$ cat src/rtl/bkm_bus_master.sv
// Host-side initiator for the option-slot bus: sequences SEL/CMD/REG/DATA/END phases.
// Optional macro BKM_IRQ_SYNC_EN enables the 2-flop int_x synchroniser.
module bkm_bus_master #(
    parameter int SETUP_CYC = 4,
    parameter int HIGH_CYC  = 8,
    parameter int GAP_CYC   = 8
) (
    input  logic       clk_50mhz_in,
    input  logic       reset,
    input  logic       req_valid,
    output logic       req_ready,
    input  logic       req_write,
    input  logic       req_short,
    input  logic       req_slot_sel,
    input  logic [7:0] req_cmd,
    input  logic [7:0] req_reg,
    input  logic [7:0] req_wdata,
    output logic       rsp_valid,
    output logic [7:0] rsp_rdata,
    output logic       clk_rw,
    output logic       ax_d,
    output logic       r_wx,
    output logic       slot_x_int_x,
    output logic [7:0] data_out_x,
    output logic       data_oe_x,
    input  logic [7:0] data_in_x,
    input  logic       int_x,
    output logic       irq_pending
);

    localparam int PH   = SETUP_CYC + HIGH_CYC;
    localparam int CMAX = (PH > GAP_CYC) ? PH : GAP_CYC;
    localparam int CW   = $clog2(CMAX) + 1;

    typedef enum logic [2:0] {FLUSH, IDLE, SETUP, HIGH, GAP} state_e;
    typedef enum logic [2:0] {P_SEL, P_CMD, P_REG, P_DATA, P_END} phase_e;

    typedef struct packed {
        logic       ax;
        logic       rw;
        logic       slot;
        logic       oe;
        logic [7:0] dout;
    } bus_t;

    localparam bus_t BUS_RST = '{ax: 1'b1, rw: 1'b1, slot: 1'b1, oe: 1'b1, dout: 8'h00};
    localparam bus_t BUS_END = '{ax: 1'b0, rw: 1'b1, slot: 1'b1, oe: 1'b0, dout: 8'h00};

    function automatic bus_t phase_bus(phase_e p, logic wr, logic sel,
                                       logic [7:0] cmd, logic [7:0] rg,
                                       logic [7:0] wd);
        bus_t b;
        b = BUS_END;
        case (p)
            P_CMD: begin
                b.rw   = 1'b0;
                b.slot = ~sel;
                b.dout = ~cmd;
            end
            P_REG: begin
                b.rw   = 1'b0;
                b.slot = ~sel;
                b.dout = ~rg;
            end
            P_DATA: begin
                b.ax   = 1'b1;
                b.rw   = ~wr;
                b.slot = ~sel;
                b.oe   = ~wr;
                b.dout = wr ? ~wd : 8'h00;
            end
            default: b = BUS_END;
        endcase
        return b;
    endfunction

    state_e        state_q, state_d;
    phase_e        phase_q, phase_d, nxt;
    logic [CW-1:0] cnt_q, cnt_d;
    logic [1:0]    fl_q, fl_d;
    logic          clk_rw_q, clk_rw_d;
    bus_t          bus_q, bus_d;
    logic          rsp_q, rsp_d;
    logic [7:0]    rdata_q, rdata_d;
    logic          wr_q, wr_d, sel_q, sel_d;
    logic [7:0]    cmd_q, cmd_d, reg_q, reg_d, wd_q, wd_d;

    always_ff @(posedge clk_50mhz_in) begin
        if (reset) begin
            state_q  <= FLUSH;
            phase_q  <= P_END;
            cnt_q    <= '0;
            fl_q     <= 2'd0;
            clk_rw_q <= 1'b0;
            bus_q    <= BUS_RST;
            rsp_q    <= 1'b0;
            rdata_q  <= 8'h00;
            wr_q     <= 1'b0;
            sel_q    <= 1'b0;
            cmd_q    <= 8'h00;
            reg_q    <= 8'h00;
            wd_q     <= 8'h00;
        end else begin
            state_q  <= state_d;
            phase_q  <= phase_d;
            cnt_q    <= cnt_d;
            fl_q     <= fl_d;
            clk_rw_q <= clk_rw_d;
            bus_q    <= bus_d;
            rsp_q    <= rsp_d;
            rdata_q  <= rdata_d;
            wr_q     <= wr_d;
            sel_q    <= sel_d;
            cmd_q    <= cmd_d;
            reg_q    <= reg_d;
            wd_q     <= wd_d;
        end
    end

    always_comb begin
        state_d  = state_q;
        phase_d  = phase_q;
        cnt_d    = cnt_q;
        fl_d     = fl_q;
        clk_rw_d = clk_rw_q;
        bus_d    = bus_q;
        rsp_d    = 1'b0;
        rdata_d  = rdata_q;
        wr_d     = wr_q;
        sel_d    = sel_q;
        cmd_d    = cmd_q;
        reg_d    = reg_q;
        wd_d     = wd_q;
        case (phase_q)
            P_SEL:   nxt = P_CMD;
            P_CMD:   nxt = P_REG;
            P_REG:   nxt = P_DATA;
            default: nxt = P_END;
        endcase
        case (state_q)
            FLUSH: begin
                // fl_q: 0 = not yet launched, 1/2 = first/second END phase
                if (fl_q == 2'd0) begin
                    fl_d     = 2'd1;
                    cnt_d    = '0;
                    phase_d  = P_END;
                    bus_d    = BUS_END;
                    clk_rw_d = 1'b0;
                end else if (cnt_q == CW'(PH - 1)) begin
                    cnt_d    = '0;
                    clk_rw_d = 1'b0;
                    if (fl_q == 2'd2) state_d = IDLE;
                    else fl_d = 2'd2;
                end else begin
                    cnt_d = cnt_q + CW'(1);
                    if (cnt_q == CW'(SETUP_CYC - 1)) clk_rw_d = 1'b1;
                end
            end
            IDLE: begin
                if (req_valid) begin
                    wr_d     = req_write;
                    sel_d    = req_slot_sel;
                    cmd_d    = req_cmd;
                    reg_d    = req_reg;
                    wd_d     = req_wdata;
                    phase_d  = req_short ? P_CMD : P_SEL;
                    bus_d    = phase_bus(phase_d, req_write, req_slot_sel,
                                         req_cmd, req_reg, req_wdata);
                    cnt_d    = '0;
                    clk_rw_d = 1'b0;
                    state_d  = SETUP;
                end
            end
            SETUP: begin
                cnt_d = cnt_q + CW'(1);
                if (cnt_q == CW'(SETUP_CYC - 1)) begin
                    state_d  = HIGH;
                    clk_rw_d = 1'b1;
                    if (phase_q == P_DATA && !wr_q) rdata_d = ~data_in_x;
                end
            end
            HIGH: begin
                if (cnt_q == CW'(PH - 1)) begin
                    cnt_d    = '0;
                    clk_rw_d = 1'b0;
                    if (phase_q == P_END) begin
                        state_d = GAP;
                        rsp_d   = 1'b1;
                    end else begin
                        phase_d = nxt;
                        bus_d   = phase_bus(nxt, wr_q, sel_q, cmd_q, reg_q, wd_q);
                        state_d = SETUP;
                    end
                end else begin
                    cnt_d = cnt_q + CW'(1);
                end
            end
            GAP: begin
                if (cnt_q == CW'(GAP_CYC - 1)) state_d = IDLE;
                else cnt_d = cnt_q + CW'(1);
            end
            default: state_d = FLUSH;
        endcase
    end

    assign req_ready    = (state_q == IDLE);
    assign rsp_valid    = rsp_q;
    assign rsp_rdata    = rdata_q;
    assign clk_rw       = clk_rw_q;
    assign ax_d         = bus_q.ax;
    assign r_wx         = bus_q.rw;
    assign slot_x_int_x = bus_q.slot;
    assign data_oe_x    = bus_q.oe;
    assign data_out_x   = bus_q.dout;

`ifdef BKM_IRQ_SYNC_EN
    logic irq_s1_q, irq_s2_q;

    always_ff @(posedge clk_50mhz_in) begin
        if (reset) begin
            irq_s1_q <= 1'b0;
            irq_s2_q <= 1'b0;
        end else begin
            irq_s1_q <= ~int_x;
            irq_s2_q <= irq_s1_q;
        end
    end

    assign irq_pending = irq_s2_q;
`else
    logic unused_int_x;
    assign unused_int_x = int_x;
    assign irq_pending  = 1'b0;
`endif

endmodule

$ cat config.mk
export PLATFORM = sky130hd
export DESIGN_NAME = bkm_bus_master
export DESIGN_NICKNAME = d
export VERILOG_FILES = /design/src/rtl/bkm_bus_master.sv
export SDC_FILE = /design/constraint.sdc
export NUM_CORES = 1
export LEC_CHECK = 0
export CORE_ASPECT_RATIO = 0.5
export CORE_MARGIN = 5
export CORE_UTILIZATION = 35
export DETAILED_ROUTE_END_ITERATION = 8
export GPL_TIMING_DRIVEN = 0
export PLACE_DENSITY_LB_ADDON = 0.05
export SETUP_SLACK_MARGIN = 0.2
export SLEW_MARGIN = 30
export SYNTH_ARGS = -nofsm -noshare
export SYNTH_HDL_FRONTEND = slang
export SYNTH_SLANG_ARGS = --single-unit
$ cat constraint.sdc
create_clock -name clk_50mhz_in -period 1.45 [get_ports clk_50mhz_in]
set_input_delay 0.145 -clock clk_50mhz_in [delete_from_list [all_inputs] [get_ports clk_50mhz_in]]
set_output_delay 0.145 -clock clk_50mhz_in [all_outputs]
set_load 0.02 [all_outputs]
# Yosys cells after proc, flatten, opt, wreduce, memory -nomap -nowiden
# Cells that the tools add are included.
# word_totals
regBits	61
inputBits	39
output_inout_bits	24
wordCells	125
# op_classes
add_sub_neg	1
n_eq_ne	29
muxes	46
bitwise_logic	13
n_reduce_logical	19
# ops
cell	count
$not A8 Y8	7
$mux W12	4
$pmux W8 S3	2
$mux W3	12
$pmux W12 S3	1
$pmux W5 S5	1
$ne A2 B2 Y1 const B	11
$mux W5	4
$eq A3 B2 Y1 const B	6
$pmux W3 S3	2
$mux W8	2
$pmux W3 S5	1
$reduce_and A3 Y1	4
$mux W1	11
$eq A3 B1 Y1 const B	3
$pmux W2 S2	2
$reduce_and A7 Y1	1
$eq A3 B3 Y1 const B	2
$logic_not A3 Y1	2
$mux W2	3
$not A1 Y1	6
$add A5 B1 Y5 const B	1
$eq A5 B2 Y1 const B	1
$eq A5 B3 Y1 const B	1
other kinds (16)	18

# Logic depth before layout (Yosys ltp)
# Gate-level depths: netlist of the first run.
# logic_depth
word_depth	8
ltp_mapped	8
mapped_depth_nobuf	6

# Worst setup path before layout of the first run
# Ideal clock, no wire load.
# synth_path
path_type	register to register
start	register cnt_q[0]
end	register state_q[0]
setup_time_ns	0.132
arrival_time_ns	1.491
required_ns	1.318
path_slack_ns	-0.173
path_stages_with_launch	7
n_path_buf	0
synth_period_minus_slack_ns	1.623
cell_sequence	dfxtp_1 -> ha_1 -> and4bb_4 -> nand3_1 -> a32o_1 -> o21ai_0 -> o31ai_1
# synth_between
elab_chain_cells	3
elab_cells_between_ends	8
classes_between	eq/ne: 7; reduce/logical: 1
# synth_lines
item	line_no	rtl
from (decl)	79	logic [CW-1:0] cnt_q, cnt_d;
from (signal assigned)	106	cnt_q <= cnt_d;
$eq A5 B3 Y1, or another cell as far along	199	if (cnt_q == CW'(GAP_CYC - 1)) state_d = IDLE;
$ne A2 B2 Y1 (no line)	n/a	
$reduce_and A7 Y1 (no line) (*)	n/a	
to (signal assigned)	104	state_q <= state_d;
to (decl)	77	state_e state_q, state_d;
# Every way passes the cells marked *; elsewhere a longest branch is shown, timed or not.
# A chain may end at the register's enable or synchronous reset.

# Worst setup path in the final report of the first run
# layout_path
start	register cnt_q[1]
end	register state_q[0]
# Same word-level chain as after synthesis.

==> results.yml, run 1 <==
critical_path:
  required_ps: 1660
  slowest_delay_ps: 350
  cp-start-kind: "register"
  critPathBufInv: 0
  setup.worst_path.class: "register to register"
  path_cells: "ha_4 > and4bb_4 > nand3_2 > a32o_2 > o21ai_1 > o31ai_1"
  crit_family: "compound AO/OA/AOI/OAI gates"
  end_kind: "register"
  arrival_ps: 1740
  cp_slowest_cell: "dfxtp_4"
  crit_path_max_fanout: 6
placed_design:
  io_buffers: 60
  placed_area_mm2: 0.00386
  dp_hpwl_um: 6200
  place_congestion: 0.855
  place_ws_ps: -596
clock_tree:
  cts_root_buf: "clkbuf_16"
  numCtsBuffers: 9
  h-tree-depth: 3
  cts.sinks: 61
  postCtsHoldBufs: 0
  clk_latency_ps: 330
  cts.clk_slew.worst_paths_ps: 50
  cts_tree: "done"
  cts_buffer_depth: 2
timing:
  period_share_pct: 106
  finalHoldViolCount: 0
  finClkSkew_ps: 6.03
  setup_tns_ps: -1070
  rsz0062_at_grt: "true"
  drv_slew: 0
  fin_crit_ps: 1540
  max_freq_ghz: 0.651
  setup_viol: 22
  layout_setup_ws_ps: -85.4
logic_synthesis:
  synth_seq_cells: 61
  synth_nets: 383
  ys_types: 57
  syn_inst: 343
  synth_ff_type: "dfxtp_1"
  yosysTopAreaCell: "dfxtp_1"
  synth-edff-count: 0
  synth.cell_area_mm2: 0.00297
  synthMostInstantiatedCell: "nand2_1"
  synthTopCellsByCount: "nand2_1 (75), dfxtp_1 (61), a21oi_1 (43), nor2_1 (26), o21ai_1 (10)"
  ys_seq_area_share_pct: 41.2
  synthTopCellsByArea: "dfxtp_1 (41%), nand2_1 (9.5%), a21oi_1 (7.3%), o22ai_2 (3.8%), a211oi_2 (3.4%)"
  synth_top_area_share_pct: 41.2
  syn_area_per_cell_um2: 8.65
  ys_async_sr_fraction_pct: 0
  yosysWarnings: 0
global_route:
  grt-ovfl-total: 0
  grt_pass1_vias: 2905
  antenna_found_initial: 0
  grtUsageTotal_pct: 17.7
  grt_first_pass_wirelength_um: 14500
  grt_max_degree: 11
pwr:
  p_leak_uw: 0.00200
  power_density_mw_per_mm2: 802
  ir_drop_mv: 0.513
layout:
  area.growth.synth_to_final_pct: 76.4
  fillers: 671
  final_core_util_pct: 64.5
  nNetsFinal: 493
  antenna_cells: 0
  final_area_mm2: 0.00523
  drive_gt1_share_pct: 51.1
die:
  rows: 23
  design.die.area_mm2: 0.0105
  initial_core_util_pct: 36.6
  die_height_um: 75.1
  core_region_area_mm2: 0.00812
  ios: 63
  die_width_um: 140
route:
  drt_first_iter_violations: 84
  drc: 0
  first_pass_iters: 6
  vias: 2954
  viasPerCell: 5.18
  wl_um: 9670
  wl_per_cell_um: 17.0
  antenna_left: 0
min_path:
  hp-class: "primary input to register"
status:
  status: "finished with violations"
  violations: "setup timing"
job:
  maxCapViolCount: 0
==> registers in the layout (all words and copies together) (netlist names) <==
name          cells
data_oe_x         1
r_wx              1
ax_d              1
cmd_q             8
state_q           3
fl_q              2
slot_x_int_x      1
wr_q              1
phase_q           3
cnt_q             5
clk_rw            1
reg_q             8
rsp_valid         1
sel_q             1
data_out_x        8
rsp_rdata         8
wd_q              8
==> final cells by class <==
cell class,count,area (um^2),area share [%]
Tap cell,112,140,2.68
Timing Repair Buffer,98,1050,20.1
Clock inverter,3,43.8,0.837
Buffer,24,262,5.00
Clock buffer,13,260,4.97
Sequential cell,61,1240,23.8
Multi-Input combinational cell,259,2230,42.6
==> layout by cell type (no fill, tap or decap), types with 3 or more instances in the layout <==
cell type / synthesis / final
clkdlybuf4s50_1: 0 / 36
nand2_4: 0 / 23
mux2_2: 8 / 8
nor2_1: 26 / 22
a21oi_2: 1 / 33
dfxtp_1: 61 / 52
buf_6: 2 / 28
nand2b_1: 4 / 3
a31oi_4: 1 / 3
nor2_4: 1 / 3
o21ai_2: 0 / 7
nand2_2: 1 / 9
dlygate4sd2_1: 0 / 22
a211oi_2: 8 / 11
nor2_2: 4 / 6
dfxtp_2: 0 / 4
nand3_1: 7 / 3
dfxtp_4: 0 / 5
clkbuf_16: 0 / 12
buf_12: 0 / 8
a21oi_1: 43 / 10
o21ai_1: 10 / 4
nor3b_2: 0 / 4
buf_4: 5 / 14
nor3_2: 1 / 3
o22ai_2: 9 / 5
nor3_4: 1 / 3
o22ai_4: 0 / 4
clkbuf_2: 0 / 5
nand2_1: 75 / 45
==> report_power, final <==
group / internal [uW] / total (uW) / switching, uW / leakage, uW
registers: 1680 / 1690 / 9.56 / 0.000498
logic: 157 / 314 / 158 / 0.00135
clock network: 1420 / 2190 / 765 / 0.000150
total: 3260 / 4190 / 932 / 0.00200
==> per-stage QoR <==
step	std cells	power (uW)	hold slack (ps)
final	570	4190	377
after global routing	570	4330	379
after CTS	557	4200	350
after detailed placement	515	1980	440
after global placement	515	1980	440
after floorplan	343	1820	235
==> logic make-up (layout without fill, tap and decap cells) <==
logic type               after synthesis  after routing  synth area share (%)
AND/OR/NAND/NOR                      149            150                  25.0
buffers and inverters                 24            138                  4.89
adder cells (fa/ha/maj)                1              1                 0.422
other                                  1              1                 0.126
multiplexers                           8              8                  3.04
XOR/XNOR                               1              1                 0.295
flip-flops                            61             61                  41.2
AO/OA/AOI/OAI                         98             98                  25.1
==> worst min-delay path: cells and delay by family <==
family | cells | cell delay (ps)
compound gates | 1 | 50
simple gates | 1 | 50
buf+inv | 1 | 410
==> metal layers <==
| metal | track usage, % | up-vias | part of all wire, % |
|---|---|---|---|
| met5 | 0 | - | 0 |
| met4 | 5.80 | 0 | 1.3 |
| met3 | 5.90 | 13 | 5.3 |
| met2 | 30.7 | 73 | 50 |
| met1 | 21.2 | 1426 | 44 |
| li1 | - | 1442 | - |
==> final timing paths <==
kind / cells past startpoint / to / startpoint / slack, ps
max: 6 / state_q[0] / cnt_q[1] / -90
min: 3 / reg_q[7] / req_reg[7] / 380
max reg2reg: 6 / state_q[0] / cnt_q[1] / -90
min reg2reg: 2 / data_out_x[4] / data_out_x[4] / 440
==> timing repair <==
action | CTS | global route
buffers inserted | 24 | 9
setup endpoints to repair | 83 | 62
pin swaps | 42 | 64
cloned | 2 | 4
resized for setup | 96 | 111
Note: power is estimated with default switching activity, not from simulation.
==> run 2, diff against run 1 <==
ABC_CLOCK_PERIOD_IN_PS = 1450   (was not set)
GPL_ROUTABILITY_DRIVEN = 0   (was not set)
==> run 2 against run 1 <==
The flow still finishes with violations (setup timing). Power fell by 0.30%. First-iteration DRC count is 1.2% higher. Non-clock buffer count rose by 11. Combinational power fell by 6.4%. Die area unchanged. Final cell count is 1.9% higher. Core utilization grew 1.4 points.
==> results.yml, run 2 (synthesis results as in run 1) <==
global_route:
  antenna_found_initial: 0
  grt_max_degree: 13
  grt_first_pass_wirelength_um: 15400
  grt_pass1_vias: 3062
  grt-ovfl-total: 0
  grtUsageTotal_pct: 18.7
pwr:
  ir_drop_mv: 0.523
  finalPower_uw: 4180
  power_density_mw_per_mm2: 782
  p_leak_uw: 0.00189
die:
  ios: 63
  rows: 23
  die_height_um: 75.1
  die_width_um: 140
  core_region_area_mm2: 0.00812
  initial_core_util_pct: 36.6
  design.die.area_mm2: 0.0105
route:
  antenna_left: 0
  drt_first_iter_violations: 85
  viasPerCell: 5.25
  wl_per_cell_um: 17.3
  wl_um: 10100
  vias: 3052
  first_pass_iters: 4
  drc: 0
layout:
  drive_gt1_share_pct: 54.4
  nNetsFinal: 504
  fillers: 636
  final_common_cell: "dfxtp_1"
  area.growth.synth_to_final_pct: 80.3
  most-common-layout-cells: "dfxtp_1 (52), nand2_1 (41), clkdlybuf4s50_1 (36)"
  antenna_cells: 0
timing:
  max_freq_ghz: 0.645
  rsz0062_at_grt: "true"
  period_share_pct: 107
  timing.slew.headroom_pct: 56.3
  layout_setup_ws_ps: -101
  tightest_slew_ps: 656
  setup_tns_ps: -1690
  whs_ps: 366
  fin_crit_ps: 1550
  finClkSkew_ps: 7.32
  setup_viol: 30
  finalHoldViolCount: 0
  drv_slew: 0
critical_path:
  end_kind: "register"
  cp-start-kind: "register"
  ff2ff_path_depth: 6
  cp-startpoint: "phase_q[0]"
  rr_startpoint: "phase_q[0]"
  setup.worst_path.class: "register to register"
  required_ps: 1710
  arrival_ps: 1810
  reg2reg_slack_ps: -100
  crit_path_max_fanout: 8
status:
  violations: "setup timing"
  status: "finished with violations"
clock_tree:
  cts_tree: "done"
  numCtsBuffers: 9
  cts_buffer_depth: 2
  cts.clk_slew.worst_paths_ps: 60
  cts_root_buf: "clkbuf_16"
  cts.sinks: 61
  postCtsHoldBufs: 0
  clk_latency_ps: 330
  h-tree-depth: 3
min_path:
  min_from: "req_reg[0]"
  hp-class: "primary input to register"
  worstHoldPathCells: 3
placed_design:
  dp_hpwl_um: 6210
  io_buffers: 60
job:
  maxCapViolCount: 0
==> run 2: cell types whose count changed in the layout (fill, tap and decap cells not counted), sizes merged <==
| cell | before | now |
|---|---|---|
| inv | 0 | 1 |
| clkinv | 2 | 1 |
| dlygate4sd2 | 22 | 23 |
| clkinvlp | 0 | 3 |
| buf | 55 | 66 |
| clkbuf | 21 | 18 |
| dlymetal6s2s | 1 | 0 |
==> run 2: repair_timing <==
| action | CTS | global route |
|---|---|---|
| gates cloned | 7 | 2 |
| setup endpoints to repair | 83 | 62 |
| pin swaps | 80 | 32 |
| resized for setup | 139 | 80 |
| setup buffers | 28 | 13 |
==> run 2: report_power, final <==
part           internal [uW]  total [uW]  switching, uW
Sequential              1680        1690           9.01
Clock                   1380        2200            812
Combinational            153         294            141
Total                   3220        4180            963
==> run 2: area by class of cell <==
cell class | instances | area, um^2 | area share, %
multi-input combinational | 259 | 2260 | 42.3
clock inverter | 6 | 70.1 | 1.31
sequential | 61 | 1240 | 23.2
buffer | 24 | 272 | 5.08
clock buffer | 10 | 239 | 4.47
timing repair buffer | 109 | 1120 | 21.0
tap | 112 | 140 | 2.62
==> run 2: stage by stage <==
stage	worst slack (ps)	area (um^2)	cells	util, %
final	-101	5350	581	65.9
after global routing	-198	5350	581	65.9
after CTS	-99.5	4850	566	59.8
after detailed placement	-578	3860	515	47.6
after global placement	-529	3860	515	47.6
after floorplan	15.7	3120	343	-
==> run 2: worst max-delay path: stages (launching register included) <==
cell and delay [ps]:
dfxtp_2 310, buf_6 120, and4bb_2 360, o2bb2ai_4 120
a21oi_2 370, nand2_1 130, o21ai_2 70
==> run 2: final timing paths <==
kind,to
setup reg to reg,data_out_x[7]
hold / removal,reg_q[0]
setup / recovery,data_out_x[7]
hold reg to reg,data_out_x[5]
==> run 2: routing by layer <==
layer  wire [um]  vias to the layer above  track usage (%)
li1            -                     1459                -
met4          70                        0             4.30
met5           0                        -                0
met3         468                        6             5.77
met2        5270                       77             34.8
met1        4260                     1510             21.6
